[config.mk]
export PLATFORM = sky130hd
export DESIGN_NAME = sync_fifo_prog
export DESIGN_NICKNAME = d
export VERILOG_FILES = /design/src/rtl/fifo_pkg.sv /design/src/rtl/sync_fifo_mem.sv /design/src/rtl/sync_fifo_prog.sv
export SDC_FILE = /design/constraint.sdc
export NUM_CORES = 2
export LEC_CHECK = 0
export CORE_UTILIZATION = 30
export CTS_CLUSTER_DIAMETER = 120
export DETAILED_ROUTE_END_ITERATION = 10
export GPL_ROUTABILITY_DRIVEN = 1
export PLACE_DENSITY = 0.52
export SLEW_MARGIN = 25
export SYNTH_ARGS = -nofsm -noshare
export SYNTH_HDL_FRONTEND = slang
export SYNTH_SLANG_ARGS = --single-unit
[constraint.sdc]
create_clock -name clk -period 4.83 [get_ports clk]
set_input_delay 0.483 -clock clk [delete_from_list [all_inputs] [get_ports clk]]
set_output_delay 0.483 -clock clk [all_outputs]
set_load 0.02 [all_outputs]
[src/rtl/fifo_pkg.sv]
// fifo_pkg: shared constants for the single-clock programmable FIFO.
//   DEFAULT_DATA_WIDTH / DEFAULT_DEPTH : default parameter values
//   ptr_width(depth)                   : memory address width for a depth
// Optional feature macro used by the FIFO: FIFO_FWFT_EN (first-word-fall-through).
package fifo_pkg;

  localparam int DEFAULT_DATA_WIDTH = 8;
  localparam int DEFAULT_DEPTH      = 256;

  // Address width for a power-of-two depth; pointers carry one extra wrap bit.
  function automatic int ptr_width(input int depth);
    return $clog2(depth);
  endfunction

endpackage

[src/rtl/sync_fifo_mem.sv]
// sync_fifo_mem: DEPTH x DATA_WIDTH storage with one write port and one
// registered read port.
//   clk   : clock, rising edge
//   rst   : asynchronous active-high reset of the read register only
//   we    : write enable; wdata is stored at waddr
//   waddr : write address
//   wdata : write data
//   re    : read enable; rdata loads the word at raddr
//   raddr : read address
//   rdata : registered read data (old contents on a same-edge write)
// The array itself is never reset.
module sync_fifo_mem #(
  parameter int DATA_WIDTH = 8,
  parameter int DEPTH      = 256,
  parameter int ADDR_WIDTH = 8
) (
  input  logic                  clk,
  input  logic                  rst,
  input  logic                  we,
  input  logic [ADDR_WIDTH-1:0] waddr,
  input  logic [DATA_WIDTH-1:0] wdata,
  input  logic                  re,
  input  logic [ADDR_WIDTH-1:0] raddr,
  output logic [DATA_WIDTH-1:0] rdata
);

  logic [DATA_WIDTH-1:0] mem [DEPTH];

  always_ff @(posedge clk) begin
    if (we) begin
      mem[waddr] <= wdata;
    end
  end

  always_ff @(posedge clk or posedge rst) begin
    if (rst) begin
      rdata <= '0;
    end else if (re) begin
      rdata <= mem[raddr];
    end
  end

endmodule

[src/rtl/sync_fifo_prog.sv]
// sync_fifo_prog: single-clock FIFO with exact occupancy count, programmable
// almost-full / almost-empty thresholds and one-cycle error pulses.
// Optional feature macro: FIFO_FWFT_EN selects first-word-fall-through output;
// without it data_out is a registered read loaded on each accepted read.
//   clk, rst                 : clock (rising edge), async active-high reset
//   w_en, data_in            : write request and data
//   r_en                     : read request
//   af_thresh, ae_thresh     : threshold levels, sampled every cycle
//   data_out                 : read data
//   full, empty              : occupancy flags
//   almost_full, almost_empty: count >= af_thresh, count <= ae_thresh
//   write_error, read_error  : one-cycle pulse after a rejected request
//   count                    : occupancy 0..DEPTH
//
// Request semantics: w_en / r_en are single-cycle requests sampled on each
// rising edge. A read is accepted when the FIFO is not empty. A write is
// accepted when the FIFO is not full, or when a read is accepted on the same
// edge. A rejected request leaves storage and pointers untouched and raises
// the matching error output for exactly the following cycle.
module sync_fifo_prog
  import fifo_pkg::*;
#(
  parameter int DATA_WIDTH = DEFAULT_DATA_WIDTH,
  parameter int DEPTH      = DEFAULT_DEPTH,
  parameter int PTR_WIDTH  = ptr_width(DEPTH)
) (
  input  logic                  clk,
  input  logic                  rst,
  input  logic                  w_en,
  input  logic                  r_en,
  input  logic [DATA_WIDTH-1:0] data_in,
  input  logic [PTR_WIDTH:0]    af_thresh,
  input  logic [PTR_WIDTH:0]    ae_thresh,
  output logic [DATA_WIDTH-1:0] data_out,
  output logic                  full,
  output logic                  empty,
  output logic                  almost_full,
  output logic                  almost_empty,
  output logic                  write_error,
  output logic                  read_error,
  output logic [PTR_WIDTH:0]    count
);

  logic [PTR_WIDTH:0] wptr, rptr;
  logic [PTR_WIDTH:0] wptr_next, rptr_next, count_next;
  logic               wr_ok, rd_ok;
  logic               mem_re;
  logic [PTR_WIDTH-1:0] mem_raddr;
  logic [DATA_WIDTH-1:0] mem_rdata;

  assign rd_ok = r_en && !empty;
  // A read on the same edge frees a slot, so a full FIFO can still accept.
  assign wr_ok = w_en && (!full || rd_ok);

  always_comb begin
    wptr_next  = wptr + {{PTR_WIDTH{1'b0}}, wr_ok};
    rptr_next  = rptr + {{PTR_WIDTH{1'b0}}, rd_ok};
    count_next = count + {{PTR_WIDTH{1'b0}}, wr_ok} - {{PTR_WIDTH{1'b0}}, rd_ok};
  end

  always_ff @(posedge clk or posedge rst) begin
    if (rst) begin
      wptr         <= '0;
      rptr         <= '0;
      count        <= '0;
      full         <= 1'b0;
      empty        <= 1'b1;
      almost_full  <= 1'b0;
      almost_empty <= 1'b1;
      write_error  <= 1'b0;
      read_error   <= 1'b0;
    end else begin
      wptr         <= wptr_next;
      rptr         <= rptr_next;
      count        <= count_next;
      // Same wrap bit -> equal; opposite wrap bit with equal address -> DEPTH apart.
      full         <= (wptr_next[PTR_WIDTH-1:0] == rptr_next[PTR_WIDTH-1:0]) &&
                      (wptr_next[PTR_WIDTH] != rptr_next[PTR_WIDTH]);
      empty        <= (wptr_next == rptr_next);
      almost_full  <= (count_next >= af_thresh);
      almost_empty <= (count_next <= ae_thresh);
      write_error  <= w_en && !wr_ok;
      read_error   <= r_en && !rd_ok;
    end
  end

`ifdef FIFO_FWFT_EN
  // The read port prefetches the head for the post-edge read pointer every
  // cycle. If that slot is being written on the same edge the array still
  // returns the old word, so the written data is captured alongside and
  // selected instead.
  logic                  byp_sel;
  logic [DATA_WIDTH-1:0] byp_data;

  assign mem_re    = 1'b1;
  assign mem_raddr = rptr_next[PTR_WIDTH-1:0];

  always_ff @(posedge clk or posedge rst) begin
    if (rst) begin
      byp_sel  <= 1'b0;
      byp_data <= '0;
    end else begin
      byp_sel  <= wr_ok && (wptr[PTR_WIDTH-1:0] == rptr_next[PTR_WIDTH-1:0]);
      byp_data <= data_in;
    end
  end

  assign data_out = byp_sel ? byp_data : mem_rdata;
`else
  // Registered read: the output register loads the head only on an accepted
  // read and holds otherwise.
  assign mem_re    = rd_ok;
  assign mem_raddr = rptr[PTR_WIDTH-1:0];
  assign data_out  = mem_rdata;
`endif

  sync_fifo_mem #(
    .DATA_WIDTH (DATA_WIDTH),
    .DEPTH      (DEPTH),
    .ADDR_WIDTH (PTR_WIDTH)
  ) u_mem (
    .clk   (clk),
    .rst   (rst),
    .we    (wr_ok),
    .waddr (wptr[PTR_WIDTH-1:0]),
    .wdata (data_in),
    .re    (mem_re),
    .raddr (mem_raddr),
    .rdata (mem_rdata)
  );

endmodule
# == Yosys cells after proc, flatten, opt, wreduce, memory -nomap -nowiden ==
# Memory sizes are Yosys's and may differ from the RTL's. A register that Yosys moved wholly into a read port is not among the register bits.
# Cells that the tools add are included.
# totals
elab_cells,31
ff_bits,33
out_inout_bits,23
inputBits,30
ram_bits,2048
memories,1
# memory_table
name,depth,word_bits,read_ports,rd_clocked_by_memory_dff,wr,line_no,text
u_mem.mem,256,8,1,1,1,sync_fifo_mem.sv:27,logic [DATA_WIDTH-1:0] mem [DEPTH];
# op_classes
magnitude_cmp,2
eq_ne,3
mux,2
n_addsub,4
reduce_logical,10
# op_table
op,count
$add 9x1->9,3
$eq 9x9->1,1
$ge 9x9->1,1
$le 9x9->1,1
$sub 9x1->9,1
$eq 8x8->1,1
$logic_and 1x1->1,5
$logic_not 1->1,4
$mux 1,2
$logic_or 1x1->1,1
$ne 1x1->1,1

# == Longest topological paths before layout ==
# logic_depth
word_depth,7
ltp_mapped,17
depth_no_buf,17

# == Cells and area by module ==
# From an unflattened synthesis, not the netlist that was laid out.
# unflattened
cells_unflattened,4133
hier_area_um2,82255.1
# by_module_without_submodules
module,area_per_inst_um2,seq_area_each_um2,cells_per_inst,instances
sync_fifo_mem,80209.4,61699.2,3933,1
sync_fifo_prog,2045.7,828.3,200,1

# == Worst setup path before layout ==
# No wires, ideal clock.
# synth_timing
kind,register -> register
startpoint,reg empty
endpoint,reg almost_empty
path_buffers,1
stages_incl_launch_ff,18
setup_ns,0.091
arrival_time_ns,3.871
synth_period_minus_slack_ns,3.962
slack_ns,0.868
required_time_ns,4.739
cell_sequence,dfstp_2 nand2b_1 clkbuf_1 clkinv_1 ha_1 inv_1 ha_1 fa_1 a21o_1 a21oi_1 o21bai_1 a21oi_1 o21ai_0 xnor2_1 ha_1 nand3_1 o32a_1 o31ai_1
# synth_between
elab_chain_cells,7
# synth_rtl
element,line_no,text
from (decl),sync_fifo_prog.sv:36,"output logic empty,"
from (signal assigned),sync_fifo_prog.sv:79,empty <= (wptr_next == rptr_next);
$logic_not 1->1 *,sync_fifo_prog.sv:51,assign rd_ok = r_en && !empty;
$logic_and 1x1->1 *,sync_fifo_prog.sv:51,
named net mem_re,sync_fifo_prog.sv:47,logic mem_re;
$logic_or 1x1->1,sync_fifo_prog.sv:53,assign wr_ok = w_en && (!full || rd_ok);
$logic_and 1x1->1,sync_fifo_prog.sv:53,
$add 9x1->9,sync_fifo_prog.sv:58,"count_next = count + {{PTR_WIDTH{1'b0}}, wr_ok} - {{PTR_WIDTH{1'b0}}, rd_ok};"
$sub 9x1->9 *,sync_fifo_prog.sv:58,
named net count_next[8],sync_fifo_prog.sv:45,"logic [PTR_WIDTH:0] wptr_next, rptr_next, count_next;"
$le 9x9->1 *,sync_fifo_prog.sv:81,almost_empty <= (count_next <= ae_thresh);
to (signal assigned),sync_fifo_prog.sv:81,
to (decl),sync_fifo_prog.sv:38,"output logic almost_empty,"
# Mark *: on every way through the listed nets, which the timed path passes. The rest lies on a longest branch.

# == Worst setup path in the final report ==
# Ends and elaborated chain as after synthesis.

==> flow_summary.json <==
{
  "outcome": "complete, no violations",
  "grt_max_degree": 147,
  "cp-startpoint": "empty$_DFF_PP1_",
  "drc": 0,
  "hpwl_mm": 135,
  "ys.flop_type": "edfxtp_1",
  "cts_max_level": 4,
  "die_area_sq_um": 276000,
  "synth_area_sq_um": 82100,
  "grt_pass1_vias": 41900,
  "crit_path_start_kind": "register",
  "r2r_start": "empty$_DFF_PP1_",
  "path_clk_slew_ns": 0.06,
  "clk_path_buf_depth": 3,
  "synth_commonest_cells": "edfxtp_1, mux4_2, nor2_1",
  "synth_top_family_by_area": "multiplexers",
  "postRouteAntennaNets": 0,
  "start_util_pct": 30.2,
  "cts.sinks": 2089,
  "cpPeakStageDelay_ns": 0.54,
  "setup.worst_path.end_class": "register",
  "nFillCells": 25400,
  "pin_count": 53,
  "r2r_setup_slack_ns": 0.76,
  "die_x_um": 525,
  "cts_buffers": 209,
  "tightest_slew_ns": 1.14,
  "cpMostUsedCell": "ha_1",
  "p_total_mw": 52.4,
  "synthSimpleGateAreaFrac_pct": 3.24,
  "drv_cap": 0,
  "holdWs_ns": 0.0935,
  "overflow": 0,
  "dr.pass1.iters": 5,
  "dpl_cell_area_sq_um": 87700,
  "design_area_sq_um": 94300,
  "synth_nets": 4175,
  "crit_path_max_fanout": 4,
  "finalCritPeriodShare_pct": 84.2,
  "nets": 4407,
  "crit_path_end": "almost_empty$_DFF_PP1_",
  "setup_viol": 0,
  "synth_area_leaders": "edfxtp_1, mux4_2, mux2i_1",
  "drive_gt1_share_pct": 20.4,
  "post_cts_buffers": 0,
  "fmax_mhz": 246,
  "rsz0062_at_grt": "false",
  "wirelength_mm": 220,
  "crit_chain": "nand2b_1 -> clkinv_1 -> ha_1 -> inv_1 -> ha_1 -> fa_1 -> a21o_1 -> a21oi_1 -> o21bai_1 -> a21oi_1 -> o21ai_0 -> xnor2_1 -> ha_1 -> nand3_1 -> o32a_1 -> o31ai_1",
  "synth_xor_area_share_pct": 0.331,
  "synth_cell_type_count": 61,
  "critPathSlowestCell": "dfstp_2",
  "cp.arrival_ns": 4.83,
  "drtIter0Drc": 4020,
  "finalSetupTns_ns": 0,
  "hold_viol": 0,
  "area_growth_pct": 14.9,
  "power-per-cell-area_nw_per_um2": 556,
  "skew_ns": 0.0494,
  "die_h_um": 525,
  "slew_headroom_pct": 23.6,
  "antenna_found_initial": 5,
  "yosysWarningCount": 0,
  "routabilityCongestion": 0.843,
  "drv_slew": 0,
  "grt_first_pass_wirelength_mm": 313,
  "avgRoutedWirePerCell_um": 27.2,
  "yosys.area.top_type": "edfxtp_1",
  "via_per_inst": 5.05,
  "ir_worst_vdd_mv": 0.460,
  "syn_inst": 4113,
  "rows": 191,
  "leakage_nw": 29.5,
  "reg2regPathDepth": 16,
  "async_flop_share_pct": 1.96,
  "hold_buffers": 0,
  "ys_seq_area_share_pct": 76.2,
  "dp_cells": 7702,
  "synth_top_area_share_pct": 74.9,
  "syn_avg_cell_area_sq_um": 20.0,
  "hold_class": "in2reg",
  "worstSetupPathType": "reg2reg",
  "cts_tree": "done",
  "synth_compound_area_share_pct": 3.67,
  "synthAdderAreaFrac_pct": 0.497,
  "core-area_sq_um": 271000,
  "post-route-min-period_ns": 4.07,
  "post-place-ws_ns": 0.0580,
  "worst-endpoint-required_ns": 5.59,
  "synth_edf_count": 2048,
  "yosysMostFrequentCell": "edfxtp_1",
  "setup_ws_ns": 0.765,
  "vias": 40800,
  "port-buffer-count": 52,
  "grt_usage_pct": 15.7,
  "synth_mux_area_share_pct": 14.2,
  "reg2reg_to": "almost_empty$_DFF_PP1_",
  "ctsResizeCount": 0,
  "final-instance-count-excl-fill": 8085,
  "final_util_pct": 34.7,
  "synth-seq-cells": 2089,
  "root_buffer": "clkbuf_16",
  "clock_latency_ns": 0.88
}
layout make-up:
cell class | count | area, sq um | area share [%]
Antenna cell | 3 | 7.51 | 0.00796
Clock buffer | 263 | 5470 | 5.81
Clock inverter | 115 | 1070 | 1.13
Inverter | 36 | 138 | 0.146
Multi-Input combinational cell | 1750 | 18100 | 19.2
Sequential cell | 2089 | 62500 | 66.3
Tap cell | 3570 | 4470 | 4.74
Timing Repair Buffer | 259 | 2540 | 2.69
kinds of logic after synthesis:
| family | count (synthesis) |
|---|---|
| DFF | 2089 |
| muxes | 642 |
| and+or+nand+nor | 628 |
| AOI/OAI and AO/OA | 417 |
| buffers and inverters | 274 |
| adders and majority gates | 32 |
| xor gates and xnor gates | 31 |
worst min-delay path by stage:
stage	slack, ns	start	cells after the start	end
4_1_cts	0.09	rst	3	almost_full$_DFF_PP0_
3_5_place_dp	0.53	full$_DFF_PP0_	1	write_error$_DFF_PP0_
3_3_place_gp	0.52	rptr[8]$_DFF_PP0_	2	rptr[8]$_DFF_PP0_
2_1_floorplan	0.49	wptr[8]$_DFF_PP0_	2	wptr[8]$_DFF_PP0_
6_report	0.09	data_in[6]	1	u_mem.mem[33][6]$_DFFE_PP_
5_1_grt	0.08	data_in[6]	1	u_mem.mem[33][6]$_DFFE_PP_
critical path: cells and delay by family, from the launching register on:
family,cells,cell delay (ns)
xor gates and xnor gates,1,0.19
adders and majority gates,4,1.44
buffers and inverters,2,0.23
DFF,1,0.54
AOI/OAI and AO/OA,7,1.25
and+or+nand+nor,2,0.29
cells in the final DEF (no fill, tap or decap), drive strengths merged, types with 15 or more instances in the layout:
cell / count
dfrtp: 39
nor4: 15
mux2i: 230
nor2: 323
clkinv: 86
nand3: 34
o21ai: 50
xnor2: 18
nor3: 49
mux4: 410
clkbuf: 264
a22o: 19
clkdlybuf4s50: 44
ha: 31
o22ai: 20
o221ai: 81
a22oi: 78
nand4: 18
a21oi: 78
buf: 213
inv: 45
edfxtp: 2048
nand2: 151
power by group:
group / switching [mW] / internal [mW] / total, mW / leakage, nW
registers: 0.510 / 20.2 / 20.8 / 18.9
logic: 9.64 / 6.30 / 15.9 / 7.47
clock network: 6.92 / 8.78 / 15.7 / 3.17
total: 17.1 / 35.3 / 52.4 / 29.5
routing by layer:
layer / GRT usage, % / vias to the layer above / share of wire, %
li1: - / 17400 / -
met1: 21.2 / 21900 / 43
met2: 25.8 / 1227 / 49
met3: 2.41 / 284 / 5.2
met4: 5.05 / 0 / 2.9
met5: 0 / - / 0
state kept, by name, indices dropped and copies added (netlist names):
signal / cells
almost_empty: 1
almost_full: 1
count: 9
empty: 1
full: 1
read_error: 1
rptr: 9
u_mem.mem: 2048
u_mem.rdata: 8
wptr: 9
write_error: 1
No activity file was read; power rests on OpenSTA's default activity.
